### src/rtl/branch_predictor.sv
// Direct-mapped BTB with a 2-bit saturating direction counter per entry.
// Zero-latency lookup from fetch PC; trained one update per cycle from execute.
module branch_predictor #(
  parameter int unsigned ENTRIES = 16,
  parameter int unsigned XLEN    = 32
) (
  input  logic            clk,
  input  logic            rst,
  input  logic [XLEN-1:0] if_pc,
  output logic            pred_hit,
  output logic            pred_taken,
  output logic [XLEN-1:0] pred_target,
  input  logic            upd_en,
  input  logic [XLEN-1:0] upd_pc,
  input  logic            upd_taken,
  input  logic [XLEN-1:0] upd_target
);

  localparam int unsigned IDX  = $clog2(ENTRIES);
  localparam int unsigned TAGW = XLEN - IDX - 2;

  logic [ENTRIES-1:0] r_valid;
  logic [TAGW-1:0]    r_tag    [ENTRIES];
  logic [XLEN-1:0]    r_target [ENTRIES];
  logic [1:0]         r_ctr    [ENTRIES];

  logic [IDX-1:0]  w_idx;
  logic [TAGW-1:0] w_tag;
  logic [IDX-1:0]  w_upd_idx;
  logic [TAGW-1:0] w_upd_tag;
  logic            w_upd_hit;
  logic [1:0]      w_ctr_cur;
  logic [1:0]      w_ctr_nxt;
  logic            w_unused;

  // Instructions are word aligned, so PC[1:0] never participates.
  assign w_unused  = ^{if_pc[1:0], upd_pc[1:0]};

  assign w_idx     = if_pc[IDX+1:2];
  assign w_tag     = if_pc[XLEN-1:IDX+2];
  assign w_upd_idx = upd_pc[IDX+1:2];
  assign w_upd_tag = upd_pc[XLEN-1:IDX+2];

  assign pred_hit    = r_valid[w_idx] && (r_tag[w_idx] == w_tag);
  assign pred_taken  = pred_hit && r_ctr[w_idx][1];
  assign pred_target = pred_taken ? r_target[w_idx] : (if_pc + XLEN'(4));

  assign w_upd_hit = r_valid[w_upd_idx] && (r_tag[w_upd_idx] == w_upd_tag);
  assign w_ctr_cur = r_ctr[w_upd_idx];

  // Saturating counter step toward the resolved outcome.
  always_comb begin
    w_ctr_nxt = w_ctr_cur;
    if (upd_taken) begin
      if (w_ctr_cur != 2'b11) w_ctr_nxt = w_ctr_cur + 2'd1;
    end else begin
      if (w_ctr_cur != 2'b00) w_ctr_nxt = w_ctr_cur - 2'd1;
    end
  end

  // Hits train the counter; taken misses (including aliases) allocate fresh at weak-taken.
  always_ff @(posedge clk or posedge rst) begin
    if (rst) begin
      r_valid <= '0;
      for (int i = 0; i < int'(ENTRIES); i++) begin
        r_tag[i]    <= '0;
        r_target[i] <= '0;
        r_ctr[i]    <= 2'b01;
      end
    end else if (upd_en) begin
      if (w_upd_hit) begin
        r_ctr[w_upd_idx] <= w_ctr_nxt;
        if (upd_taken) r_target[w_upd_idx] <= upd_target;
      end else if (upd_taken) begin
        r_valid[w_upd_idx]  <= 1'b1;
        r_tag[w_upd_idx]    <= w_upd_tag;
        r_target[w_upd_idx] <= upd_target;
        r_ctr[w_upd_idx]    <= 2'b10;
      end
    end
  end

endmodule

### config.mk
export PLATFORM = sky130hd
export DESIGN_NAME = branch_predictor
export DESIGN_NICKNAME = d
export VERILOG_FILES = /design/src/rtl/branch_predictor.sv
export SDC_FILE = /design/constraint.sdc
export NUM_CORES = 2
export LEC_CHECK = 0
export CORE_MARGIN = 5
export CORE_UTILIZATION = 45
export DETAILED_ROUTE_END_ITERATION = 8
export PLACE_DENSITY_LB_ADDON = 0.1
export SKIP_LAST_GASP = 1
export SLEW_MARGIN = 30
export SYNTH_ARGS = -nofsm -noshare
export SYNTH_HDL_FRONTEND = slang
export SYNTH_SLANG_ARGS = --single-unit
### constraint.sdc
create_clock -name clk -period 33.8 [get_ports clk]
set_input_delay 3.38 -clock clk [delete_from_list [all_inputs] [get_ports clk]]
set_output_delay 3.38 -clock clk [all_outputs]
set_load 0.1 [all_outputs]
==> key figures <==
Synth
  – Synth Area in XOR/XNOR: 1.32%
  – Seq/Total Area, Yosys: 48.9%
  – Synth top area share: 48.1%
  – Warnings, synthesis: 0
  – Avg Synthesized Cell Area: 13.5 sq um
  – Mapped cell area: 49900 sq um
  – Synth Flop Type: dfrtp_1
  – Simple logic cell fraction of the synthesized area: 7.43%
  – Post-synth top cells: dfrtp_1 (960), nand2_1 (623), mux2_2 (564), mux4_2 (363), mux2_1 (190)
  – Yosys top cell by area: dfrtp_1
  – Post-synth EDFFs: 0
  – Mux cell area share after synthesis: 36.3%
  – Synth Area in Compound Gates: 2.66%
  – Main combinational cell family by area after synthesis: multiplexers
  – Adder-cell share of the synthesized area: 0.0451%
  – Mapped Nets: 3793
  – Post-Syn Instances: 3692
  – Post-synth cell types: 74
  – Count leader, synth: dfrtp_1
  – Top post-synthesis cells by area: dfrtp_1 (48%), mux4_2 (16%), mux2_2 (13%)
  – Ys async rst share: 100%
  – Synth Register Bits: 976

CTS
  – Cells resized by post-CTS repair: 0
  – H-tree Lvls: 3
  – Clk pin slew, worst setup/hold paths: 0.06 ns
  – Clock tree from TritonCTS: built
  – CTS Hold Bufs: 0
  – # clock sinks: 976
  – Root buffer cell: clkbuf_16
  – Post-CTS setup buffer count: 0
  – CTS Buf Count: 109
  – Worst skew pair latency: 0.70 ns
  – CTS max path bufs: 3

STA
  – Post-route minimum period: 12.65 ns
  – RSZ-0062 raised after global routing: false
  – Final Setup Violations: 0
  – Setup TNS: 0 ns
  – Max-slew violation count: 0
  – Clk_skew: 0.0297 ns
  – Final setup margin: 21.15 ns
  – Final Hold Fails: 0
  – Worst rel slew slack: 28.9%
  – Least-Margin Pin Slew: 1.06 ns
  – Final Cycle Share: 37.4%
  – Peak Freq: 79.1 MHz

Finish
  – Fill count: 9385
  – Synth-to-Final Area Change: 12.0%
  – Layout cell share with drive strength beyond 1: 33.8%
  – Final core utilization: 50.6%
  – Nets: 3778

Floorplan
  – Die ar.: 118000 sq um
  – Initial Util: 45.2%
  – Number of core rows: 122
  – Core area: 111000 sq um
  – Die X: 343 um
  – IO Count: 134
  – Die Height: 343 um

Worst setup path
  – Worst-case reg-to-reg path depth: 9
  – Crit path from: if_pc[4]
  – Req. time, crit path: 30.42 ns
  – Crit Reg-Reg Endpoint: r_ctr[24]
  – Max FO, Critical Path: 54
  – Critical path class: input port to output port
  – CP startpoint kind: input port
  – R2R setup slack: 28.71 ns
  – CP Capture Type: output port
  – CP arrival: 9.27 ns
  – R2r startpoint: r_tag[79]
  – Capture point of the critical path: pred_target[12]

Global route
  – Gr usage total: 26.8%
  – First-pass GRT wire length: 234 mm
  – Largest net degree at the start of global routing: 100
  – Initial antenna violation count: 10
  – Vias in the first global route: 34800
  – Grt total ovfl: 0

Drt
  – Post-DRT Antenna Nets: 0
  – Iteration-0 DRC count of the detailed router: 2764
  – Drt pass-1 iters: 7
  – Routed WL: 157 mm
  – Wirelength per Cell: 29.8 um
  – Vias per cell: 6.16
  – Drt drc: 0
  – DR vias: 32400

Placed design
  – Routability cong.: 0.811
  – I/O Buffers: 131
  – Dpl hpwl: 92.0 mm
  – Dpl ws: 21.11 ns

Worst hold path
  – HP Class: flip-flop to flip-flop

Flow run
  – MaxCap Viol Count: 0

Pwr
  – P per Cell Area: 60.5 nW/um^2
  – Leak Pwr: 24.7 nW
  – Worst vdd ir: 0.0485 mV

Run status
  – Outcome: complete, no violations
[worst min-delay path by stage]
stage	from	end	slack, ns	cells past startpoint
after floorplan	r_target[443]	r_target[443]	0.44	2
after global placement	r_target[126]	r_target[126]	0.45	2
after detailed placement	r_target[452]	r_target[452]	0.46	2
after CTS	r_target[452]	r_target[452]	0.48	2
after global routing	r_target[379]	r_target[379]	0.49	2
final	r_target[114]	r_target[114]	0.47	2
[state kept, by name, summed over array words and instances (netlist names)]
name	cells
r_valid	16
r_tag	416
r_ctr	32
r_target	512
[layout by cell type (no fill, tap or decap), drive strengths merged, types with 4 or more instances in the layout]
cell / synthesis / routed
dfrtp: 960 / 960
mux2: 773 / 773
nand2: 638 / 638
mux4: 363 / 363
clkbuf: 180 / 168
clkdlybuf4s50: 0 / 123
mux2i: 117 / 117
buf: 146 / 77
nor2: 67 / 67
xnor2: 45 / 45
a21oi: 39 / 39
xor2: 30 / 30
nand3: 28 / 28
clkinv: 0 / 28
o21ai: 24 / 24
inv: 21 / 23
nand4: 22 / 22
nand2b: 21 / 21
a22oi: 19 / 19
nor2b: 18 / 18
o31ai: 16 / 16
dfstp: 16 / 16
a211oi: 14 / 14
a311oi: 11 / 11
a22o: 10 / 10
and3: 10 / 10
a311o: 10 / 10
or3: 9 / 9
nor3: 9 / 9
nor3b: 8 / 8
nor4b: 7 / 7
nor4: 7 / 7
a31oi: 6 / 6
o2111ai: 5 / 5
and2: 5 / 5
diode: 0 / 4
o21a: 4 / 4
bufinv: 0 / 4
[layer usage]
| metal | up-vias | global-route usage (%) | share of wire [%] |
|---|---|---|---|
| met5 | - | 0 | 0.038 |
| met4 | 10 | 8.36 | 3.2 |
| met3 | 275 | 6.02 | 7.5 |
| met2 | 1224 | 41.8 | 47 |
| met1 | 17500 | 37.7 | 43 |
| li1 | 13400 | - | - |
[metrics by stage]
| stage | instance area (sq um) | total power (W) | hold slack, ns | std cells |
|---|---|---|---|---|
| finish | 55900 | 0.00338 | 0.473 | 5262 |
| global route | 55900 | 0.00353 | 0.486 | 5261 |
| CTS | 55900 | 0.00340 | 0.476 | 5258 |
| detailed placement | 52200 | 0.00221 | 0.461 | 5054 |
| global placement | 52200 | 0.00216 | 0.454 | 5053 |
| floorplan | 49900 | 0.00201 | 0.441 | 3692 |
[power breakdown]
group	switching (W)	total [W]	internal, W
Sequential	0.000145	0.00154	0.00140
Clock	0.000495	0.00119	0.000699
Combinational	0.000291	0.000647	0.000357
Total	0.000930	0.00338	0.00245
[area by class of cell]
| class | instances | area, sq um | share of cell area (%) |
|---|---|---|---|
| Antenna cell | 4 | 10.0 | 0.0179 |
| Clock buffer | 168 | 3290 | 5.89 |
| Clock inverter | 36 | 323 | 0.577 |
| Inverter | 21 | 87.6 | 0.157 |
| Multi-Input combinational cell | 2369 | 24000 | 42.9 |
| Sequential cell | 976 | 24400 | 43.7 |
| Tap cell | 1488 | 1860 | 3.33 |
| Timing Repair Buffer | 200 | 1900 | 3.41 |
[critical path, stage by stage]
cell	delay, ns
buf_6	0.57
buf_4	0.69
buf_4	0.64
mux4_2	0.39
mux4_2	0.63
xnor2_1	0.18
nor4_1	0.17
nand4_1	0.22
nor3b_4	0.23
buf_4	0.58
mux2_2	0.33
clkdlybuf4s50_1	1.16
[kinds of logic after synthesis]
| group | count (synthesis) |
|---|---|
| AND/OR/NAND/NOR | 856 |
| flip-flops | 976 |
| buffers and inverters | 347 |
| multiplexers | 1253 |
| adder cells (fa/ha/maj) | 2 |
| AO/OA/AOI/OAI | 183 |
| XOR/XNOR | 75 |
No activity file was read; power rests on OpenSTA's default activity.
